<file path="src/rtl/updown_counter_param_if.sv">
// Bus interface for updown_counter_param: control, bounds, count value and event flags.
// Carries cmp_val/cmp_hit only when UPDOWN_COUNTER_CMP_EN is defined.
interface updown_counter_param_if #(
  parameter int unsigned WIDTH  = 32,
  parameter int unsigned STEP_W = 8
);
  logic              en;
  logic              mode;
  logic              sat;
  logic              load;
  logic [WIDTH-1:0]  data;
  logic [WIDTH-1:0]  lo;
  logic [WIDTH-1:0]  hi;
  logic [STEP_W-1:0] step;
  logic              clr_flags;
  logic [WIDTH-1:0]  data_out;
  logic              wrap;
  logic              limit;
  logic              at_hi;
  logic              at_lo;
  logic              ovf_sticky;
  logic              cfg_err;
`ifdef UPDOWN_COUNTER_CMP_EN
  logic [WIDTH-1:0]  cmp_val;
  logic              cmp_hit;
`endif

  // Driver side: the block that programs and observes the counter.
  modport master (
    output en, mode, sat, load, data, lo, hi, step, clr_flags,
`ifdef UPDOWN_COUNTER_CMP_EN
    output cmp_val,
    input  cmp_hit,
`endif
    input  data_out, wrap, limit, at_hi, at_lo, ovf_sticky, cfg_err
  );

  // Counter side.
  modport slave (
    input  en, mode, sat, load, data, lo, hi, step, clr_flags,
`ifdef UPDOWN_COUNTER_CMP_EN
    input  cmp_val,
    output cmp_hit,
`endif
    output data_out, wrap, limit, at_hi, at_lo, ovf_sticky, cfg_err
  );
endinterface

</file>
<file path="src/rtl/updown_counter_param.sv">
// Parametrised up/down counter with programmable bounds/step, wrap-or-saturate and event flags.
// Optional compare output enabled by defining UPDOWN_COUNTER_CMP_EN.
module updown_counter_param #(
  parameter int unsigned      WIDTH     = 32,
  parameter int unsigned      STEP_W    = 8,
  parameter logic [WIDTH-1:0] RESET_VAL = '0
) (
  input  logic                  clk,
  input  logic                  rst_n,
  updown_counter_param_if.slave cnt_if
);

  // Wide enough for count + step without modular overflow, whatever the step width.
  localparam int unsigned AW = ((WIDTH > STEP_W) ? WIDTH : STEP_W) + 1;

  logic [WIDTH-1:0] cnt_q, cnt_d;
  logic             wrap_q, wrap_d;
  logic             limit_q, limit_d;
  logic             ovf_q, ovf_d;

  logic [AW-1:0]    step_ext;
  logic [AW-1:0]    cnt_ext;
  logic [AW-1:0]    lo_ext;
  logic [AW-1:0]    hi_ext;
  logic [AW-1:0]    up_sum;
  logic [AW-1:0]    down_floor;
  logic [AW-1:0]    down_diff;
  logic             cfg_err_c;
  logic             out_of_range_c;
  logic             count_upd_c;

  assign step_ext   = (cnt_if.step == '0) ? AW'(1) : AW'(cnt_if.step);
  assign cnt_ext    = AW'(cnt_q);
  assign lo_ext     = AW'(cnt_if.lo);
  assign hi_ext     = AW'(cnt_if.hi);
  assign up_sum     = cnt_ext + step_ext;
  assign down_floor = lo_ext + step_ext;
  assign down_diff  = cnt_ext - step_ext;

  assign cfg_err_c      = (cnt_if.lo > cnt_if.hi);
  assign out_of_range_c = (cnt_q < cnt_if.lo) || (cnt_q > cnt_if.hi);
  assign count_upd_c    = !cnt_if.load && cnt_if.en && !cfg_err_c;

  // Next count and event pulses: load beats counting, bad bounds freeze the count.
  always_comb begin
    cnt_d   = cnt_q;
    wrap_d  = 1'b0;
    limit_d = 1'b0;
    if (cnt_if.load) begin
      cnt_d = cnt_if.data;
    end else if (count_upd_c) begin
      if (out_of_range_c) begin
        cnt_d = cnt_if.mode ? cnt_if.lo : cnt_if.hi;
      end else if (cnt_if.mode) begin
        if (up_sum <= hi_ext) begin
          cnt_d = WIDTH'(up_sum);
        end else if (cnt_if.sat) begin
          cnt_d   = cnt_if.hi;
          limit_d = 1'b1;
        end else begin
          cnt_d  = cnt_if.lo;
          wrap_d = 1'b1;
        end
      end else begin
        if (cnt_ext >= down_floor) begin
          cnt_d = WIDTH'(down_diff);
        end else if (cnt_if.sat) begin
          cnt_d   = cnt_if.lo;
          limit_d = 1'b1;
        end else begin
          cnt_d  = cnt_if.hi;
          wrap_d = 1'b1;
        end
      end
    end
  end

  // A new event in the same cycle as a clear keeps the sticky flag set.
  always_comb begin
    ovf_d = ovf_q;
    if (cnt_if.clr_flags) begin
      ovf_d = 1'b0;
    end
    if (wrap_d || limit_d) begin
      ovf_d = 1'b1;
    end
  end

  always_ff @(posedge clk or negedge rst_n) begin
    if (!rst_n) begin
      cnt_q   <= RESET_VAL;
      wrap_q  <= 1'b0;
      limit_q <= 1'b0;
      ovf_q   <= 1'b0;
    end else begin
      cnt_q   <= cnt_d;
      wrap_q  <= wrap_d;
      limit_q <= limit_d;
      ovf_q   <= ovf_d;
    end
  end

`ifdef UPDOWN_COUNTER_CMP_EN
  logic cmp_hit_q, cmp_hit_d;

  // Pulse only when a count update moves the value onto cmp_val.
  always_comb begin
    cmp_hit_d = 1'b0;
    if (count_upd_c && (cnt_d == cnt_if.cmp_val) && (cnt_q != cnt_if.cmp_val)) begin
      cmp_hit_d = 1'b1;
    end
  end

  always_ff @(posedge clk or negedge rst_n) begin
    if (!rst_n) begin
      cmp_hit_q <= 1'b0;
    end else begin
      cmp_hit_q <= cmp_hit_d;
    end
  end

  assign cnt_if.cmp_hit = cmp_hit_q;
`endif

  assign cnt_if.data_out   = cnt_q;
  assign cnt_if.wrap       = wrap_q;
  assign cnt_if.limit      = limit_q;
  assign cnt_if.ovf_sticky = ovf_q;
  assign cnt_if.at_hi      = (cnt_q == cnt_if.hi);
  assign cnt_if.at_lo      = (cnt_q == cnt_if.lo);
  assign cnt_if.cfg_err    = cfg_err_c;

endmodule

</file>
<file path="src/flat_wrapper.sv">
// flat-port wrapper written by rule: the top's interface ports become plain ports
module updown_counter_param_flat 
#(
  parameter int unsigned      WIDTH     = 32,
  parameter int unsigned      STEP_W    = 8,
  parameter logic [WIDTH-1:0] RESET_VAL = '0
)
  (clk, rst_n, cnt_if_en, cnt_if_mode, cnt_if_sat, cnt_if_load, cnt_if_data, cnt_if_lo, cnt_if_hi, cnt_if_step, cnt_if_clr_flags, cnt_if_data_out, cnt_if_wrap, cnt_if_limit, cnt_if_at_hi, cnt_if_at_lo, cnt_if_ovf_sticky, cnt_if_cfg_err);
  updown_counter_param_if #(.WIDTH(WIDTH), .STEP_W(STEP_W)) cnt_if_i ();
  input  logic clk;
  input  logic rst_n;
  input wire logic [$bits(cnt_if_i.en)-1:0] cnt_if_en;
  input wire logic [$bits(cnt_if_i.mode)-1:0] cnt_if_mode;
  input wire logic [$bits(cnt_if_i.sat)-1:0] cnt_if_sat;
  input wire logic [$bits(cnt_if_i.load)-1:0] cnt_if_load;
  input wire logic [$bits(cnt_if_i.data)-1:0] cnt_if_data;
  input wire logic [$bits(cnt_if_i.lo)-1:0] cnt_if_lo;
  input wire logic [$bits(cnt_if_i.hi)-1:0] cnt_if_hi;
  input wire logic [$bits(cnt_if_i.step)-1:0] cnt_if_step;
  input wire logic [$bits(cnt_if_i.clr_flags)-1:0] cnt_if_clr_flags;
  output wire logic [$bits(cnt_if_i.data_out)-1:0] cnt_if_data_out;
  output wire logic [$bits(cnt_if_i.wrap)-1:0] cnt_if_wrap;
  output wire logic [$bits(cnt_if_i.limit)-1:0] cnt_if_limit;
  output wire logic [$bits(cnt_if_i.at_hi)-1:0] cnt_if_at_hi;
  output wire logic [$bits(cnt_if_i.at_lo)-1:0] cnt_if_at_lo;
  output wire logic [$bits(cnt_if_i.ovf_sticky)-1:0] cnt_if_ovf_sticky;
  output wire logic [$bits(cnt_if_i.cfg_err)-1:0] cnt_if_cfg_err;
  assign cnt_if_i.en = cnt_if_en;
  assign cnt_if_i.mode = cnt_if_mode;
  assign cnt_if_i.sat = cnt_if_sat;
  assign cnt_if_i.load = cnt_if_load;
  assign cnt_if_i.data = cnt_if_data;
  assign cnt_if_i.lo = cnt_if_lo;
  assign cnt_if_i.hi = cnt_if_hi;
  assign cnt_if_i.step = cnt_if_step;
  assign cnt_if_i.clr_flags = cnt_if_clr_flags;
  assign cnt_if_data_out = cnt_if_i.data_out;
  assign cnt_if_wrap = cnt_if_i.wrap;
  assign cnt_if_limit = cnt_if_i.limit;
  assign cnt_if_at_hi = cnt_if_i.at_hi;
  assign cnt_if_at_lo = cnt_if_i.at_lo;
  assign cnt_if_ovf_sticky = cnt_if_i.ovf_sticky;
  assign cnt_if_cfg_err = cnt_if_i.cfg_err;
  updown_counter_param #(.WIDTH(WIDTH), .STEP_W(STEP_W), .RESET_VAL(RESET_VAL)) u_core (.clk(clk), .rst_n(rst_n), .cnt_if(cnt_if_i));
endmodule
</file>
<file path="config.mk">
export PLATFORM = sky130hd
export DESIGN_NAME = updown_counter_param_flat
export DESIGN_NICKNAME = d
export VERILOG_FILES = /design/src/rtl/updown_counter_param_if.sv /design/src/rtl/updown_counter_param.sv /design/src/flat_wrapper.sv
export SDC_FILE = /design/constraint.sdc
export NUM_CORES = 1
export LEC_CHECK = 0
export BUFFER_PORTS_ARGS = -buffer_cell sky130_fd_sc_hd__buf_4
export CAP_MARGIN = 40
export CORE_ASPECT_RATIO = 1.1
export CORE_MARGIN = 2
export CORE_UTILIZATION = 46
export CTS_CLUSTER_DIAMETER = 120
export CTS_CLUSTER_SIZE = 12
export DETAILED_ROUTE_END_ITERATION = 10
export PLACE_DENSITY = 0.69
export REMOVE_ABC_BUFFERS = 1
export SLEW_MARGIN = 40
export SYNTH_ARGS = -nofsm -noshare
export SYNTH_HDL_FRONTEND = slang
export SYNTH_SLANG_ARGS = --single-unit
</file>
<file path="constraint.sdc">
create_clock -name clk -period 11.6 [get_ports clk]
set_clock_uncertainty 0.05 [all_clocks]
set_input_delay 1.74 -clock clk [delete_from_list [all_inputs] [get_ports clk]]
set_output_delay 1.74 -clock clk [all_outputs]
set_load 0.01 [all_outputs]
</file>
==> out/metrics.yaml <==
outcome: "complete, no violations"
io_pins: 149
core_um2: 21100
worstMarginPinSlew_ns: 0.898
crit_chain: "buf_4 -> nor4_1 -> a41o_1 -> ha_1 -> inv_1 -> fa_1 -> nor2b_1 -> o31a_1 -> o41ai_2 -> buf_4 -> nor3_2 -> nand4_1 -> xnor2_1 -> ha_1 -> nand3_1 -> nor4_2 -> nand4_1 -> nand3_1 -> a311o_2 -> nand2_1 -> buf_4 -> a32o_1 -> a221oi_1 -> o31ai_1"
busiest_layer: "met2"
max_stage_delay_ns: 0.72
drt_first_pass_iters: 6
yosysMostFrequentCell: "ha_1"
synthTopCellsByArea: "ha_1, dfrtp_1, xnor2_1"
cts_htree_levels: 2
rsz0062_at_grt: "false"
antenna_found_initial: 0
syn-instance-count: 1325
drtIter0Drc: 1492
regArea_um2: 876
ant_nets: 0
worst-path-max-fanout: 15
pwr-share-comb: 0.676
cts.sink_count: 35
synth_top_cell_by_area: "ha_1"
via_count: 11484
synth_area_um2: 9810
worst_setup_path_end_kind: "register"
hold_viol_final: 0
finalInstanceArea_um2: 11300
fillers: 2113
die_w_um: 143
synth_edf_count: 0
p_sw_uw: 568
post_cts_buffers: 0
clk_latency_ns: 0.30
r2r_setup_slack_ns: 4.85
pwr-share-seq: 0.185
grt_pass1_vias: 10908
syn_area_per_cell_um2: 7.40
grt_use_total: 0.365
critPathRequiredTime_ns: 11.73
cts_tree: "yes"
tns_ns: 0
drc_errors: 0
area_delta_synth_final_pct: 15.0
synth_top_cell_area_share: 0.235
p_int_uw: 513
max_slew_margin: 0.401
ys_seq_elements: 35
wl_um: 41600
final.min_clock_period_ns: 8.48
swShare: 0.525
startpoint_type: "input port"
die_h_um: 157
placed_cell_area_um2: 11100
fin_crit_sh: 0.731
grt_pass1_wl_um: 63000
nets: 1713
final_cell_count_no_fill: 1705
root_buffer: "clkbuf_16"
ctsHoldBuffers: 0
fmax_mhz: 118
cp_data_arrival_time_ns: 8.61
drv_cap: 0
n_antenna_cell: 0
final-setup-viol-count: 0
grt_max_degree: 47
async_flop_share: 1.00
io_buffers: 148
seq_area_frac_synth: 0.0893
path_common_cell: "buf_4"
synth_flop_cell: "dfrtp_1"
grt.met1_usage: 0.466
vias_per_cell: 6.74
powerDensity_nw_per_um2: 95.9
p_leak_uw: 0.00526
total_power_uw: 1080
final_core_util: 0.535
grt.met3_usage: 0.0584
multi_input_comb_area_um2: 8320
path_clk_slew_ns: 0.07
grtUsageMet2: 0.579
p_clk_frac: 0.139
initial_core_util: 0.465
yosysWarnings: 0
synth_commonest_cells: "ha_1, nand2_1, inv_1, a21oi_1"
avgRoutedWirePerCell_um: 24.4
tritoncts.num_buffers: 5
layout-drive-gt1-share: 0.146
cts_resized: 0
rows: 56
hold_class: "reg -> reg"
place_hpwl_um: 30700
crit_slowest_cell: "nor4_2"
fp.dieArea_um2: 22500
critPathKind: "in -> reg"
clock_path_buffers: 2
place_inst: 1698
overflow: 0
routabilityCongestion: 0.976
maxSlewViolCount: 0
ir_drop_mv: 0.0552
synth_cell_types: 71
worst max-delay path: cells and delay by family:
| kind | cells | cell delay [ns] |
|---|---|---|
| AND/OR/NAND/NOR | 9 | 3.23 |
| AO/OA/AOI/OAI | 7 | 1.75 |
| adder cells (fa/ha/maj) | 3 | 0.90 |
| buffers and inverters | 4 | 0.77 |
| XOR/XNOR | 1 | 0.17 |
kinds of logic after synthesis:
kind of cell	synth area share
multiplexers	0.0458
XOR/XNOR	0.0715
adder cells (fa/ha/maj)	0.241
AND/OR/NAND/NOR	0.217
AO/OA/AOI/OAI	0.269
buffers and inverters	0.0669
flip-flops	0.0893
final timing paths:
path / end / start / depth (start not counted)
max in group asynchronous: u_core.cnt_if.data_out[1]$_DFFE_PN0P_ / rst_n / 1
min in group asynchronous: u_core.cnt_if.data_out[14]$_DFFE_PN0P_ / rst_n / 1
worst max register to register: u_core.cnt_if.data_out[22]$_DFFE_PN0P_ / u_core.cnt_if.data_out[3]$_DFFE_PN0P_ / 19
worst max-delay path: u_core.cnt_if.data_out[13]$_DFFE_PN0P_ / cnt_if_step[5] / 24
worst min-delay path: u_core.cnt_if.ovf_sticky$_DFFE_PN0P_ / u_core.cnt_if.ovf_sticky$_DFFE_PN0P_ / 2
worst min register to register: u_core.cnt_if.ovf_sticky$_DFFE_PN0P_ / u_core.cnt_if.ovf_sticky$_DFFE_PN0P_ / 2
routing by layer:
| layer | vias up | wire length (um) | share of wire |
|---|---|---|---|
| li1 | 5156 | - | - |
| met1 | 5389 | 16300 | 0.39 |
| met2 | 756 | 18300 | 0.44 |
| met3 | 183 | 4290 | 0.10 |
| met4 | 0 | 2790 | 0.067 |
| met5 | - | 0 | 0 |
power groups by stage:
stage               Clock, uW  Combinational, uW  Sequential, uW
global route              151                788             203
global placement            0                695             201
finish                    150                730             200
CTS                       148                708             198
floorplan                   0                432             184
detailed placement          0                704             200
cell type report:
class / count / area share
clock inverter: 1 / 0.000444
tap: 290 / 0.0322
inverter: 92 / 0.0306
clock buffer: 6 / 0.0123
sequential: 35 / 0.0777
timing repair buffer: 163 / 0.109
multi-input combinational: 1118 / 0.738
sequential cells by signal (all words and copies together) (netlist names):
signal,flops
u_core.cnt_if.limit,1
u_core.cnt_if.data_out,32
u_core.cnt_if.ovf_sticky,1
u_core.cnt_if.wrap,1
through the flow:
stage	setup slack (ns)	hold slack (ns)
final	3.12	0.474
after global routing	3.04	0.515
after CTS	2.91	0.477
after detailed placement	2.65	0.466
after global placement	1.95	0.467
after floorplan	4.28	0.499
cell usage in the layout (no fill, tap or decap), types with 41 or more instances in the layout:
master   count
nor3_1      41
buf_4      163
ha_1       184
nand2_1    114
a21oi_1     86
inv_1       90
nand3_1     43
nor2_1      74
xnor2_1     60
o21ai_0     70
Note: power is estimated with default switching activity, not from simulation.
